## config.mk

```make
export PLATFORM = sky130hd
export DESIGN_NAME = conv_cntrl_lb_seq
export DESIGN_NICKNAME = d
export VERILOG_FILES = /design/src/rtl/conv_cntrl_lb_seq.sv
export SDC_FILE = /design/constraint.sdc
export NUM_CORES = 1
export LEC_CHECK = 0
export ABC_AREA = 1
export CAP_MARGIN = 15
export CORE_MARGIN = 3
export CORE_UTILIZATION = 45
export CTS_BUF_LIST = sky130_fd_sc_hd__clkbuf_2 sky130_fd_sc_hd__clkbuf_4 sky130_fd_sc_hd__clkbuf_8
export CTS_CLUSTER_SIZE = 40
export DETAILED_ROUTE_END_ITERATION = 7
export GPL_ROUTABILITY_DRIVEN = 1
export GPL_TIMING_DRIVEN = 0
export PLACE_DENSITY = 0.77
export SLEW_MARGIN = 10
export SYNTH_ARGS = -nofsm -noshare
export SYNTH_HDL_FRONTEND = slang
export SYNTH_SLANG_ARGS = --single-unit
```

## constraint.sdc

```tcl
create_clock -name clk -period 3.7 [get_ports clk]
set_input_delay 0.555 -clock clk [delete_from_list [all_inputs] [get_ports clk]]
set_output_delay 0.555 -clock clk [all_outputs]
set_load 0.03 [all_outputs]
```

## src/rtl/conv_cntrl_lb_seq.sv

```systemverilog
// Line-buffer sequencer: steers the raster pixel stream into LB_N rotating line buffers
// and assembles their pop data into oldest-row-first window columns behind a credit-guarded FIFO.
package conv_pkg;
  parameter int PIXEL_W     = 8;
  parameter int IMAGE_MAX_W = 16;
endpackage

// state | meaning
// IDLE  | waiting for sof, other pixels dropped
// FILL  | pushing the first LB_N-1 lines, no output
// RUN   | push live line, pop the others, one window column per pixel
module conv_cntrl_lb_seq #(
  parameter int LB_N   = 4,
  parameter int OQ_N   = 4,
  parameter int LB_LAT = 2
) (
  input  logic                                   clk,
  input  logic                                   arst_n,
  input  logic                                   s_vld_i,
  output logic                                   s_rdy_o,
  input  logic [conv_pkg::PIXEL_W-1:0]           s_dat_i,
  input  logic                                   s_sof_i,
  input  logic                                   s_eol_i,
  input  logic                                   s_eof_i,
  output logic [LB_N-1:0]                        lb_push_o,
  output logic [LB_N-1:0]                        lb_pop_o,
  output logic                                   lb_sol_o,
  output logic                                   lb_eol_o,
  output logic [conv_pkg::PIXEL_W-1:0]           lb_dat_o,
  input  logic [LB_N-1:0][conv_pkg::PIXEL_W-1:0] lb_dat_i,
  output logic                                   m_vld_o,
  input  logic                                   m_rdy_i,
  output logic [LB_N-1:0][conv_pkg::PIXEL_W-1:0] m_dat_o,
  output logic                                   m_sol_o,
  output logic                                   m_eol_o,
  output logic                                   m_eof_o,
  output logic                                   err_o
);
  localparam int PW   = conv_pkg::PIXEL_W;
  localparam int CW   = $clog2(conv_pkg::IMAGE_MAX_W);
  localparam int LW   = $clog2(LB_N);
  localparam int PTRW = (OQ_N > 1) ? $clog2(OQ_N) : 1;
  localparam int OCW  = $clog2(OQ_N + 1);
  localparam logic [CW-1:0] COL_LAST = CW'(conv_pkg::IMAGE_MAX_W - 1);
  localparam logic [LB_N-1:0] SEL_FIRST = {{(LB_N-1){1'b0}}, 1'b1};

  typedef enum logic [1:0] {ST_IDLE, ST_FILL, ST_RUN} state_t;
  typedef struct packed {
    logic [PW-1:0]   pix;
    logic [LB_N-1:0] sel;
    logic            sol;
    logic            eol;
    logic            eof;
  } pipe_t;
  typedef struct packed {
    logic [LB_N-1:0][PW-1:0] dat;
    logic                    sol;
    logic                    eol;
    logic                    eof;
  } oq_t;

  state_t          state_q, state_d, eff_state;
  logic [LB_N-1:0] wr_sel_q, wr_sel_d, eff_sel;
  logic [LW-1:0]   lines_q, lines_d, eff_lines;
  logic [CW-1:0]   col_q, col_d;
  logic            ovf_q, ovf_d, err_q, err_d;
  logic [LB_LAT-1:0] pv_q, pv_d;
  pipe_t           pd_q [LB_LAT];
  pipe_t           pd_d [LB_LAT];
  oq_t             mem_q [OQ_N];
  oq_t             mem_d [OQ_N];
  logic [PTRW-1:0] wp_q, wp_d, rp_q, rp_d;
  logic [OCW-1:0]  occ_q, occ_d;

  logic  acc, sof, proc, force_eol, run_px, credit_ok, oq_wr, oq_rd;
  int    inflight;
  oq_t   wr_ent, head;

  always_comb begin
    inflight = 0;
    for (int i = 0; i < LB_LAT; i++) if (pv_q[i]) inflight++;
    credit_ok = (int'(occ_q) + inflight) < OQ_N;
    s_rdy_o = 1'b1;
    // the line that ends FILL must already respect credit, its successor pops immediately
    if (state_q == ST_RUN || (state_q == ST_FILL && lines_q == LW'(LB_N - 2)))
      s_rdy_o = credit_ok;
  end

  always_comb begin
    acc       = s_vld_i & s_rdy_o & arst_n;
    sof       = acc & s_sof_i;
    eff_state = sof ? ST_FILL : state_q;
    eff_sel   = sof ? SEL_FIRST : wr_sel_q;
    eff_lines = sof ? '0 : lines_q;
    proc      = acc & (eff_state != ST_IDLE) & (sof | ~ovf_q);
    force_eol = proc & ~sof & ~s_eol_i & (col_q == COL_LAST);
    run_px    = proc & (eff_state == ST_RUN);
    lb_push_o = proc ? eff_sel : '0;
    lb_pop_o  = run_px ? ~eff_sel : '0;
    lb_sol_o  = proc & (sof | (col_q == '0));
    lb_eol_o  = proc & (s_eol_i | force_eol);
    lb_dat_o  = s_dat_i;
  end

  always_comb begin
    state_d  = state_q;
    wr_sel_d = wr_sel_q;
    lines_d  = lines_q;
    col_d    = col_q;
    ovf_d    = ovf_q;
    err_d    = err_q;
    if (acc && eff_state != ST_IDLE) begin
      state_d  = eff_state;
      wr_sel_d = eff_sel;
      lines_d  = eff_lines;
      ovf_d    = ovf_q & ~sof;
      if (s_eol_i) begin
        col_d    = '0;
        ovf_d    = 1'b0;
        wr_sel_d = {eff_sel[LB_N-2:0], eff_sel[LB_N-1]};
        if (eff_state == ST_FILL) begin
          lines_d = eff_lines + LW'(1);
          if (lines_d == LW'(LB_N - 1)) state_d = ST_RUN;
        end
        if (s_eof_i) state_d = ST_IDLE;
      end else if (proc) begin
        col_d = sof ? CW'(1) : (force_eol ? col_q : col_q + CW'(1));
        if (force_eol) begin
          ovf_d = 1'b1;
          err_d = 1'b1;
        end
      end
    end
  end

  always_comb begin
    int w;
    pv_d[0]     = run_px;
    pd_d[0].pix = s_dat_i;
    pd_d[0].sel = eff_sel;
    pd_d[0].sol = lb_sol_o;
    pd_d[0].eol = lb_eol_o;
    pd_d[0].eof = s_eof_i & proc;
    for (int i = 1; i < LB_LAT; i++) begin
      pv_d[i] = pv_q[i-1];
      pd_d[i] = pd_q[i-1];
    end
    w = 0;
    for (int b = 0; b < LB_N; b++) if (pd_q[LB_LAT-1].sel[b]) w = b;
    wr_ent.dat[LB_N-1] = pd_q[LB_LAT-1].pix;
    // walk backwards from the live buffer so index 0 ends up as the oldest row
    for (int k = 1; k < LB_N; k++)
      wr_ent.dat[LW'(LB_N - 1 - k)] = lb_dat_i[LW'((w - k + LB_N) % LB_N)];
    wr_ent.sol = pd_q[LB_LAT-1].sol;
    wr_ent.eol = pd_q[LB_LAT-1].eol;
    wr_ent.eof = pd_q[LB_LAT-1].eof;
    oq_wr = pv_q[LB_LAT-1];
  end

  always_comb begin
    m_vld_o = (occ_q != '0);
    oq_rd   = m_vld_o & m_rdy_i;
    mem_d   = mem_q;
    if (oq_wr) mem_d[wp_q] = wr_ent;
    wp_d  = oq_wr ? ((wp_q == PTRW'(OQ_N - 1)) ? '0 : wp_q + PTRW'(1)) : wp_q;
    rp_d  = oq_rd ? ((rp_q == PTRW'(OQ_N - 1)) ? '0 : rp_q + PTRW'(1)) : rp_q;
    occ_d = occ_q + OCW'(oq_wr) - OCW'(oq_rd);
    head  = m_vld_o ? mem_q[rp_q] : '0;
    m_dat_o = head.dat;
    m_sol_o = head.sol;
    m_eol_o = head.eol;
    m_eof_o = head.eof;
    err_o   = err_q;
  end

  always_ff @(posedge clk or negedge arst_n) begin
    if (!arst_n) begin
      state_q  <= ST_IDLE;
      wr_sel_q <= SEL_FIRST;
      lines_q  <= '0;
      col_q    <= '0;
      ovf_q    <= 1'b0;
      err_q    <= 1'b0;
      pv_q     <= '0;
      for (int i = 0; i < LB_LAT; i++) pd_q[i] <= '0;
      for (int i = 0; i < OQ_N; i++) mem_q[i] <= '0;
      wp_q  <= '0;
      rp_q  <= '0;
      occ_q <= '0;
    end else begin
      state_q  <= state_d;
      wr_sel_q <= wr_sel_d;
      lines_q  <= lines_d;
      col_q    <= col_d;
      ovf_q    <= ovf_d;
      err_q    <= err_d;
      pv_q     <= pv_d;
      pd_q     <= pd_d;
      mem_q    <= mem_d;
      wp_q     <= wp_d;
      rp_q     <= rp_d;
      occ_q    <= occ_d;
    end
  end
endmodule

```

==> flow_results.org, run 1 <==
** STA
- Final number of setup-violating endpoints :: 0
- Hold slack :: -7.860 ps
- Unrepaired setup endpoints after global routing :: no
- In the finished design, the share of the clock period the worst path needs comes to 96.82%.
- Worst Tran Pin Value :: 1101 ps
- Post-Route Skew :: 14.22 ps
- Tmin final :: 3583 ps
- Final-layout setup total negative slack :: 0 ps
- Worst slew margin :: 25.67%
- Max Fclk :: 279.1 MHz
- The number of max-slew violations in the final report is 0.
- Number of hold-slack violations in the final timing report :: 4

** Outcome
- The final reports fail on hold timing.
- Run status :: complete, but fails checks

** Synth
- Cell type with the highest aggregate area in the netlist :: sky130_fd_sc_hd__dfrtp_1
- The synthesized netlist contains 34 unique library cells.
- Number of synthesized flops with an enable pin :: 0
- In this run the cell area of the synthesized design comes to 7368 um2.
- In the post-synthesis netlist, the biggest area contributors are sky130_fd_sc_hd__dfrtp_1, sky130_fd_sc_hd__o21ai_0, sky130_fd_sc_hd__nand2_1.
- During synthesis, Yosys emitted a total of 8 warnings.
- Post-synthesis area per instance :: 8.440 um2
- Number of instances in the synthesized netlist :: 873
- Synthesis inferred 159 register bits.
- The most used flip-flop cell after synthesis is sky130_fd_sc_hd__dfrtp_1.
- Synth async-reset ratio :: 100.0%
- Sequential cells were found to cover 54.02% of the synthesized design area.
- After synthesis, the largest area contributor takes up 53.66% of total cell area.

** Detailed routing
- Post-detailed-route via-to-cell ratio :: 5.307
- Post-DR wirelength/cell :: 15.83 um
- Pre-antenna DRT Iters :: 7
- The first routing iteration left 616 violations.
- ANT nets after route :: 0
- Via total after detailed routing :: 6485
- For this run, design rule violations remaining after detail routing come to 0.
- Wirelength, routed :: 19.34 mm

** Layout
- Cell area after layout :: 9082 um2
- Commonest cells after routing, fill and taps aside :: sky130_fd_sc_hd__nand2_1, sky130_fd_sc_hd__o21ai_0, sky130_fd_sc_hd__dfrtp_1
- Relative to the synthesized area, the layout overhead comes to 23.26%.
- Leaving out fill and tap cells, the most frequent cell in the layout is sky130_fd_sc_hd__nand2_1.
- Cells fill 56.97% of the core in the end.
- Proportion of layout cells with a drive suffix above 1 :: 7.853%
- Number of nets in the final layout :: 1053
- Number of antenna cells inserted :: 0

** Setup path
- Of all nets on the critical path, the largest fanout is 10.
- The worst setup path is of the register to output port kind.
- The worst register-to-register path has a depth of 10.
- STA puts the critical path data required time at 3140 ps.
- Setup slack of the most critical reg-to-reg path :: 970 ps
- STA classifies the critical path startpoint as a register.
- Data arrival, critical path :: 3030 ps
- In this run the critical register-to-register path is captured at occ_q[2].
- Startpoint of the worst register-to-register path :: occ_q[1]
- Element type at the critical path end :: output port

** Global route
- The initial antenna violation count is 0.
- The first global-routing pass estimated 31.85 mm of wire.
- Summed over all layers, the global routing overflow is 0.
- The number of global-route vias before repair is 6263.
- Maximum number of pins on one net before global-route repair :: 55
- GRT Resource Usage Total :: 22.51%

** Clocking
- Clock tree synthesis inserted a total of 17 buffers.
- Clock network latency to the later pin of the worst-skew pair :: 460 ps
- In this run the number of H-tree levels came out at 4.
- The cell sitting at the root of the clock tree is a sky130_fd_sc_hd__clkbuf_8.
- Clock tree synthesis found a total of 159 sinks.
- TritonCTS clock tree :: done
- Number of buffers inserted for hold repair after clock tree synthesis :: 0
- Clk slew on worst S/H paths :: 80 ps
- Buffer levels on the longest clock path :: 2
- Once the clock tree was built, the setup fixing pass inserted 0 buffers.

** Power and ir drop
- Overall power :: 7.108 mW
- Dividing total power by cell area gives a power density of 782.6 nW/um2.
- The analysis attributes to cell leakage a power of 4.359 nW.
- The worst-case IR drop observed on VDD is 0.3326 mV.

** Die
- Num ports :: 103
- CORE AREA :: 15940 um2
- Area of the die :: 17950 um2
- Die Span X :: 134.0 um
- Once the floorplan was initialized, standard cells occupied 46.22% of the core.
- The floorplan step set the die height to 134.0 um.
- Row generation in the floorplan step produced 46 rows.

** Placed design
- Gpl congestion :: 0.8708
- Count of buffers from port buffering :: 93
- In this run the cell area measured after placement is 8628 um2.
- Detailed Place HPWL :: 13.33 mm

** Min path
- The path class of the tightest hold or removal check is input port to async pin.

** Run
- Count of max-cap constraint violations :: 0
-- synthesized netlist by cell type (2+ instances only) --
library cell / count
sky130_fd_sc_hd__nor2_1: 136
sky130_fd_sc_hd__xnor2_1: 4
sky130_fd_sc_hd__buf_1: 5
sky130_fd_sc_hd__inv_2: 2
sky130_fd_sc_hd__o211ai_1: 8
sky130_fd_sc_hd__inv_1: 49
sky130_fd_sc_hd__buf_2: 2
sky130_fd_sc_hd__nand2_1: 176
sky130_fd_sc_hd__o21ai_0: 171
sky130_fd_sc_hd__o311ai_0: 6
sky130_fd_sc_hd__o22ai_1: 16
sky130_fd_sc_hd__buf_4: 20
sky130_fd_sc_hd__a21oi_1: 32
sky130_fd_sc_hd__dfrtp_1: 158
sky130_fd_sc_hd__clkbuf_1: 36
sky130_fd_sc_hd__nand2_2: 6
sky130_fd_sc_hd__nand3_1: 16
sky130_fd_sc_hd__o32ai_1: 2
sky130_fd_sc_hd__a21o_1: 2
sky130_fd_sc_hd__ha_1: 12
-- state kept, by name (all words and copies together), names as in the netlist --
name and count:
pd_q 14, state_q 2, pv_q 2, wr_sel_q 4, ovf_q 1, wp_q 2
occ_q 3, err_o 1, lines_q 2, pd_d 14, mem_q 108, col_q 4
rp_q 2
-- final cells by class --
type / count / area, um2
fillers: 1435 / 6860
flip-flops and latches: 159 / 3980
multi-input cells: 605 / 2894
repair buffers: 95 / 1011
plain buffers: 63 / 327.8
well taps: 216 / 270.3
clock buffers: 20 / 269.0
inverters: 52 / 195.2
clock inverters: 12 / 135.1
-- repair_timing --
action,4_1_cts,5_1_grt
endpoints found under the hold margin,0,0
gates cloned,1,0
endpoints found under the setup margin,6,14
resized for setup,0,14
pin swaps,0,0
-- routing by layer --
metal / wire (um) / part of all wire, % / vias up / track usage (%)
met1: 8328 / 43 / 3115 / 30.91
met2: 9139 / 47 / 264 / 35.57
li1: - / - / 3081 / -
met5: 0 / 0 / - / 0
met3: 1564 / 8.1 / 25 / 5.964
met4: 309 / 1.6 / 0 / 6.400
-- worst max-delay path by stage --
| stage | from | end | slack, ps |
|---|---|---|---|
| floorplan | pv_q[1] | lb_sol_o | 1070 |
| global placement | arst_n | lb_sol_o | -5430 |
| detailed placement | arst_n | lb_sol_o | -60 |
| CTS | pv_q[1] | lb_sol_o | 30 |
| global route | occ_q[1] | m_dat_o[14] | 20 |
| finish | occ_q[1] | m_dat_o[14] | 120 |
-- critical path, cell delays in order, from the launching register on --
cell and delay [ps]:
sky130_fd_sc_hd__dfrtp_1 460, sky130_fd_sc_hd__nor3_2 700, sky130_fd_sc_hd__clkbuf_1 580, sky130_fd_sc_hd__a21oi_1 170, sky130_fd_sc_hd__clkdlybuf4s50_1 640
-- through the flow --
step           instances  worst slack [ps]
3_3_place_gp        1189             -5430
3_5_place_dp        1190            -58.90
2_1_floorplan        880              1067
6_report            1222             117.5
5_1_grt             1222             18.38
4_1_cts             1223             25.99
-- cell families (layout without fill, tap and decap cells) --
group | Yosys count | in the layout | synth area share (%)
simple gates | 339 | 339 | 18.15
compound gates | 240 | 240 | 17.81
flops | 159 | 159 | 54.02
buf+inv | 116 | 242 | 7.064
fa+ha+maj | 13 | 13 | 2.309
xor+xnor | 5 | 5 | 0.5943
other cells | 1 | 8 | 0.05089
-- power breakdown --
| group | switching, mW | internal (mW) | total (mW) |
|---|---|---|---|
| clock network | 0.663 | 0.646 | 1.31 |
| logic | 2.26 | 1.23 | 3.49 |
| registers | 0.222 | 2.08 | 2.31 |
| total | 3.14 | 3.96 | 7.11 |
Note: power is estimated with default switching activity, not from simulation.
==> run 2, diff against run 1 <==
--- a/config.mk
+++ b/config.mk
@@ -15,7 +15,6 @@
 export GPL_ROUTABILITY_DRIVEN = 1
 export GPL_TIMING_DRIVEN = 0
 export PLACE_DENSITY = 0.77
-export SLEW_MARGIN = 10
 export SYNTH_ARGS = -nofsm -noshare
 export SYNTH_HDL_FRONTEND = slang
 export SYNTH_SLANG_ARGS = --single-unit
==> run 2 against run 1 <==
The flow now finishes without violations. Combinational power about the same. Setup slack improved by 46 ps. Wire length increased by 1.2%. Fmax increased by 1.3%. Via count increased by 1.1%. Largest cell class unchanged.
==> flow_results.org, run 2 (synthesis results as in run 1) <==
** Outcome
- Run status :: complete, no violations

** Global route
- Maximum number of pins on one net before global-route repair :: 89 (+62%)
- The initial antenna violation count is 0 (unchanged).
- The overall overflow remaining after global route was 0 (unchanged).
- The wire length of the first global-routing pass was 31.77 mm (-0.24%).
- GRT Resource Usage Total :: 22.40% (-0.11 points)
- Via count of the first global-routing pass :: 6265 (+0.032%)

** Clocking
- The H-tree depth is 4 (unchanged).
- TritonCTS built the clock tree.
- The clock latency reported for the late side of the worst-skew pair is 460 ps (about the same).
- The clock-pin slew on the worst setup and hold paths came to 90 ps (about the same).
- The number of clock sinks is 159 (unchanged).
- Number of buffers created by CTS :: 17 (unchanged)
- The number of buffers on the longest clock path came to 2 (unchanged).
- The number of buffers added for setup after CTS came to 0 (unchanged).
- Root Buffer :: sky130_fd_sc_hd__clkbuf_8

** Power and ir drop
- Part of the power in the clock network :: 17.7% (-0.7 points)
- Worst vdd rail ir drop :: 0.3329 mV (about the same)
- The relative contribution of combinational cells to total power was 49.5% (+0.4 points).
- Power density over the cells :: 777.6 nW/um2 (-0.63%)
- Switching fraction of total power :: 44.36% (+0.11 points)
- Internal power :: 3.934 mW (-0.72%)
- Leakage Power :: 4.342 nW (-0.37%)
- Part of the power in registers :: 32.7% (+0.2 points)
- The net switching power of the design was 3.136 mW (-0.27%).

** STA
- Final Cycle Share :: 95.58% (-1.2 points)
- The clock skew after layout came to 12.11 ps (-2.111 ps).
- The time the final worst path needs with I/O delays and setup came to 3536 ps (-46.13 ps).
- Unrepaired setup endpoints after global routing :: no
- The relative slew slack came to 26.90% (+1.2 points).
- The setup-violating endpoint count in the final report was 0 (unchanged).
- The number of max-slew violations in the final report is 0 (unchanged).
- The final sum of negative setup slack was 0 ps (unchanged).
- Worst Tran Pin Value :: 1083 ps (-18.25 ps)
- Number of hold-slack violations in the final timing report :: 0 (-4)
- Max Fclk :: 282.8 MHz (+1.3%)

** Layout
- The number of nets in the layout came to 1055 (+0.19%).
- The area used by sequential logic in the layout came to 3980 um2 (unchanged).
- Max reg flops :: 108 (unchanged)
- Filler cell count :: 1440 (+0.35%)
- Relative to the synthesized area, the layout overhead comes to 23.40%.
- Area taken by multi-input logic gates :: 2900 um2 (+0.22%)
- The share of layout cells above drive strength 1 came to 7.837% (-0.016 points).
- The final standard cell utilization of the core is 57.03% (+0.063 points).
- Leaving out fill and tap cells, the most frequent cells in the layout are sky130_fd_sc_hd__nand2_1, sky130_fd_sc_hd__o21ai_0, sky130_fd_sc_hd__dfrtp_1.
- The library cell used most frequently in the layout, excluding fill and tap cells, is sky130_fd_sc_hd__nand2_1.
- The antenna cell count is 0 (unchanged).
- Counting flops per register, the top entry is mem_q.

** Die
- The die footprint came to 17950 um2 (unchanged).
- The area of the placeable core is 15940 um2 (unchanged).
- The die height came to 134.0 um (unchanged).
- Initial core utilization :: 46.22% (unchanged)
- Die Span X :: 134.0 um (unchanged)
- The row count was 46 (unchanged).
- The I/O pin count was 103 (unchanged).

** Detailed routing
- The mean number of vias per cell came to 5.356 (+0.93%).
- Post-DR wirelength/cell :: 15.99 um (+1.0%)
- The count of unresolved DRC violations after routing came to 0 (unchanged).
- ANT nets after route :: 0 (unchanged)
- The detailed-routing iteration count for the pre-antenna-repair pass came to 5 (-2).
- DRC violation total after the first TritonRoute iteration :: 600 (-2.6%)
- The number of vias in the routed layout was 6556 (+1.1%).
- Wirelength, routed :: 19.57 mm (+1.2%)

** Setup path
- Traced cell by cell, the critical path runs through clkbuf_1 -> clkbuf_1 -> nor2_1 -> nor2_1 -> o21ai_0 -> a21oi_1 -> clkdlybuf4s50_1.
- Setup slack of the most critical reg-to-reg path :: 1190 ps (+220 ps)
- Data arrival, critical path :: 2980 ps (-50 ps)
- Cell type of the slowest stage on the worst timing path :: sky130_fd_sc_hd__clkdlybuf4s50_1
- Kind of cell adding the most delay to the critical path :: buffers and inverters
- Crit path buffers/inverters :: 3 (+1)
- STA classifies the critical path startpoint as a register.
- STA classifies the critical path endpoint as an output port.
- Maximum fanout along the worst path :: 10 (unchanged)
- The setup path with the least slack is of type register to output port.
- Critical Path RT :: 3140 ps (about the same)
- Maximum single-stage delay on the critical path :: 720 ps (+20 ps)

** Run
- The number of violations of the max-capacitance limit was 0 (unchanged).

** Placed design
- The global placer's final weighted congestion came to 0.8708 (unchanged).
- The port buffer count is 93 (unchanged).
- The HPWL reported at the end of detailed placement came to 13.37 mm (+0.36%).

** Min path
- Min-Delay Path Class :: input port to async pin
## run 2: changes by cell type in the layout (fill, tap and decap cells not counted), moves of 2 or more
cell                         change
sky130_fd_sc_hd__buf_12          +3
sky130_fd_sc_hd__clkinvlp_4      +4
sky130_fd_sc_hd__clkbuf_4        +3
sky130_fd_sc_hd__clkinv_2        -2
sky130_fd_sc_hd__clkinv_4        -5
## run 2: cell type report
type	instances	area share [%]
plain buffers	63	3.592
clock buffers	24	3.358
clock inverters	8	0.8945
inverters	52	2.147
multi-input cells	605	31.90
flip-flops and latches	159	43.77
well taps	216	2.972
repair buffers	97	11.37
## run 2: worst paths after layout
kind / from / end / cells past startpoint
max: rp_q[0] / m_eol_o / 7
max in group asynchronous: arst_n / pd_q[11] / 2
min: arst_n / mem_q[53] / 2
max reg2reg: occ_q[1] / occ_q[2] / 10
min reg2reg: pd_d[0] / pd_q[0] / 0
min in group clk: pd_d[0] / pd_q[0] / 0
## run 2: layer usage
metal	routed length (um)	track usage [%]	vias up
met2	9400	36.24	266
met5	0	0	-
met4	314	6.857	0
met3	1549	5.326	30
li1	-	-	3080
met1	8305	30.19	3180
## run 2: what timing repair did
| action | in CTS | in global routing |
|---|---|---|
| endpoints found under the hold margin | 4 | 0 |
| endpoints found under the setup margin | 10 | 14 |
| hold buffers | 3 | 0 |
| gates resized for setup | 2 | 13 |
| cloned | 0 | 0 |
## run 2: power by group through the flow
stage	clock network (mW)	registers [mW]	logic [mW]
after floorplan	0	2.27	2.23
after detailed placement	0	2.32	3.49
after CTS	1.27	2.29	3.51
after global placement	0	2.31	3.42
final	1.25	2.31	3.50
after global routing	1.34	2.35	3.82
## run 2: per-stage QoR
step / total power [mW] / cell area (um2) / cells / setup WS [ps] / hold slack, ps
after global routing: 7.511 / 9092 / 1224 / 1.352 / 6.156
after detailed placement: 5.808 / 8625 / 1190 / -175.1 / 334.7
after global placement: 5.735 / 8596 / 1189 / -5430 / 332.7
after floorplan: 4.506 / 7395 / 880 / 1067 / 259.4
after CTS: 7.066 / 9070 / 1225 / 15.04 / 10.55
final: 7.071 / 9092 / 1224 / 163.6 / 20.37
==> run 3, diff against run 2 <==
--- a/config.mk
+++ b/config.mk
@@ -7,7 +7,6 @@
 export LEC_CHECK = 0
 export ABC_AREA = 1
 export CAP_MARGIN = 15
-export CORE_MARGIN = 3
 export CORE_UTILIZATION = 45
 export CTS_BUF_LIST = sky130_fd_sc_hd__clkbuf_2 sky130_fd_sc_hd__clkbuf_4 sky130_fd_sc_hd__clkbuf_8
 export CTS_CLUSTER_SIZE = 40
@@ -15,6 +14,7 @@
 export GPL_ROUTABILITY_DRIVEN = 1
 export GPL_TIMING_DRIVEN = 0
 export PLACE_DENSITY = 0.77
+export SLEW_MARGIN = 10
 export SYNTH_ARGS = -nofsm -noshare
 export SYNTH_HDL_FRONTEND = slang
 export SYNTH_SLANG_ARGS = --single-unit
==> run 3 against run 2 <==
Die area shrank 5.9%. Clock-buffer cell count shrank 4. Combinational power is essentially flat.
==> flow_results.org, run 3 (synthesis results as in run 1) <==
** Setup path
- The slack of the worst reg-to-reg path is 1230 ps (+40 ps).
- Type of element launching the critical path :: register
- The slowest stage of the critical path is the sky130_fd_sc_hd__clkdlybuf4s50_1 cell.
- Critical Path RT :: 3140 ps (about the same)
- The arrival time at the worst endpoint is 2920 ps (-60 ps).
- Maximum single-stage delay on the critical path :: 730 ps (about the same)
- The worst setup path is of the register to output port kind.
- Element type at the critical path end :: output port
- The top fanout value on the critical path came to 11 (+1).
- Walking the worst path, the cells encountered are inv_2 -> buf_1 -> nor2_1 -> o21ai_0 -> a21oi_1 -> clkdlybuf4s50_1.

** STA
- Tmin final :: 3471 ps (-65.26 ps)
- Worst slew margin :: 20.38% (-6.5 points)
- Number of max-slew violations in the final report :: 0 (unchanged)
- The maximum clock rate was 288.1 MHz (+1.9%).
- The final sum of negative setup slack was 0 ps (unchanged).
- The setup-violating endpoint count in the final report came to 0 (unchanged).
- The count of final hold-check violations came to 0 (unchanged).
- The worst hold-check slack came to 65.13 ps (+44.75 ps).
- The clock skew after layout was 16.16 ps (+4.056 ps).
- The pin slew with the least headroom to its limit was 1179 ps (+96.58 ps).
- The post-route fraction of the period consumed by the critical path came to 93.81% (-1.8 points).
- Setup repair after global routing left no endpoint under its margin.

** Outcome
- Run status :: complete, no violations

** Global route
- Wire length of the first global-routing pass :: 31.77 mm (unchanged)
- Congestion Overflow GR :: 0 (unchanged)
- Via count of the first global-routing pass :: 6337 (+1.1%)
- The initial antenna violation count is 0 (unchanged).
- The maximum number of pins on one net before global-route repair came to 59 (-34%).
- GRT Resource Usage Total :: 24.98% (+2.6 points)

** Layout
- The number of nets in the layout came to 1054 (-0.095%).
- Post-Layout Cell Count :: 1220 (-0.33%)
- From synthesis to final layout, the design area changed by 24.13%.
- Max reg flops :: 108 (unchanged)
- The number of fill cells in the layout was 1451 (+0.76%).
- Number of antenna cells inserted :: 0 (unchanged)
- The share of layout cells above drive strength 1 is 7.669% (-0.17 points).
- Commonest non-fill, non-tap cell in the layout :: sky130_fd_sc_hd__nand2_1
- Commonest cells after routing, fill and taps aside :: sky130_fd_sc_hd__nand2_1, sky130_fd_sc_hd__o21ai_0, sky130_fd_sc_hd__dfrtp_1
- More flip-flops sit in one register than any other, and that register is mem_q.

** Clocking
- The number of buffers on the longest clock path was 2 (unchanged).
- Clock Sink Count :: 159 (unchanged)
- The H-tree depth was 4 (unchanged).
- The number of buffers added for setup after CTS came to 0 (unchanged).
- Clock network latency to the later pin of the worst-skew pair :: 470 ps (about the same)
- TritonCTS built the clock tree.
- Clk slew on worst S/H paths :: 90 ps (about the same)
- Root Buffer :: sky130_fd_sc_hd__clkbuf_8
- The total clock buffers created by CTS is 17 (unchanged).

** Run
- The number of violations of the max-capacitance limit was 0 (unchanged).

** Power and ir drop
- The reported leakage power was 4.384 nW (+0.97%).
- Overall power :: 7.233 mW (+2.3%)
- The worst IR drop on VDD came to 0.3455 mV (+3.8%).
- The power per cell area is 790.8 nW/um2 (+1.7%).

** Die
- The die footprint was 16890 um2 (-5.9%).
- CORE AREA :: 15940 um2 (unchanged)
- Standard-cell rows :: 46 (unchanged)
- Initial core utilization :: 46.22% (unchanged)
- Die Span X :: 130.0 um (-3.0%)
- Die height :: 130.0 um (-3.0%)
- Num ports :: 103 (unchanged)

** Detailed routing
- The count of antenna-violating nets left after detailed routing was 0 (unchanged).
- The routed wirelength normalized by instance count is 15.86 um (-0.81%).
- The detailed-routing iteration count for the pre-antenna-repair pass came to 5 (unchanged).
- The post-detailed-routing wire length came to 19.35 mm (-1.1%).
- Post-detailed-route via-to-cell ratio :: 5.318 (-0.71%)
- The number of vias in the routed layout was 6488 (-1.0%).
- DRC violations left :: 0 (unchanged)
- DRC violation total after the first TritonRoute iteration :: 515 (-14%)

** Min path
- Min-Delay Path Class :: input port to async pin

** Placed design
- Count of buffers from port buffering :: 93 (unchanged)
- The HPWL reported at the end of detailed placement was 13.20 mm (-1.3%).
- Inst Count DP :: 1190 (unchanged)
- The global placer's final weighted congestion is 0.8977 (+3.1%).
run 3: cell types whose count changed in the layout (fill, tap and decap cells not counted), sizes merged:
cell,change
clkbuf,-4
clkinvlp,-4
bufinv,+3
clkinv,+2
buf,-1
bufbuf,+1
dlygate4sd3,-1
run 3: cell type report:
class | count | area, um2 | area share [%]
inverters | 52 | 195.2 | 2.134
clock inverters | 9 | 158.9 | 1.737
flip-flops and latches | 159 | 3980 | 43.52
repair buffers | 96 | 1039 | 11.35
clock buffers | 20 | 275.3 | 3.010
multi-input cells | 605 | 2900 | 31.71
plain buffers | 63 | 327.8 | 3.584
well taps | 216 | 270.3 | 2.955
run 3: worst max-delay path: cells and delay by family, from the launching register on:
kind	cells	cell delay, ps
buffers and inverters	3	1240
DFF	1	580
AOI/OAI and AO/OA	2	430
and+or+nand+nor	1	190
run 3: routing by layer:
layer  track usage, %  vias to the layer above  share of wire [%]
met1            33.00                     3130                 43
met4            10.60                        0                3.1
met2            39.48                      240                 47
met5                0                        -                  0
li1                 -                     3074                  -
met3            6.068                       44                7.1
run 3: where the power goes:
part	switching (mW)	internal, mW	total (mW)
logic	2.28	1.23	3.51
clock network	0.623	0.781	1.40
registers	0.232	2.09	2.32
run 3: stage by stage:
stage,utilization (%),setup slack [ps],instance area (um2)
after floorplan,-,1067,7395
after global placement,53.92,-5345,8596
after detailed placement,54.12,-50.34,8628
after CTS,57.22,36.51,9123
after global routing,57.37,14.62,9146
final,57.37,228.9,9146
run 3: final timing paths:
check | cells after the start | to | startpoint
worst max-delay path | 6 | m_dat_o[14] | rp_q[1]
min in group clk | 0 | pd_q[2] | pd_d[2]
worst min register to register | 0 | pd_q[2] | pd_d[2]
worst min-delay path | 2 | mem_q[50] | arst_n
max in group asynchronous | 2 | mem_q[100] | arst_n
worst max register to register | 10 | occ_q[2] | occ_q[1]
run 3: repair_timing:
item	in CTS	in global routing
setup endpoints to repair	5	14
pin swaps	0	0
hold buffers	1	0
endpoints found under the hold margin	45	0
cloned	1	0
gates resized for setup	0	15
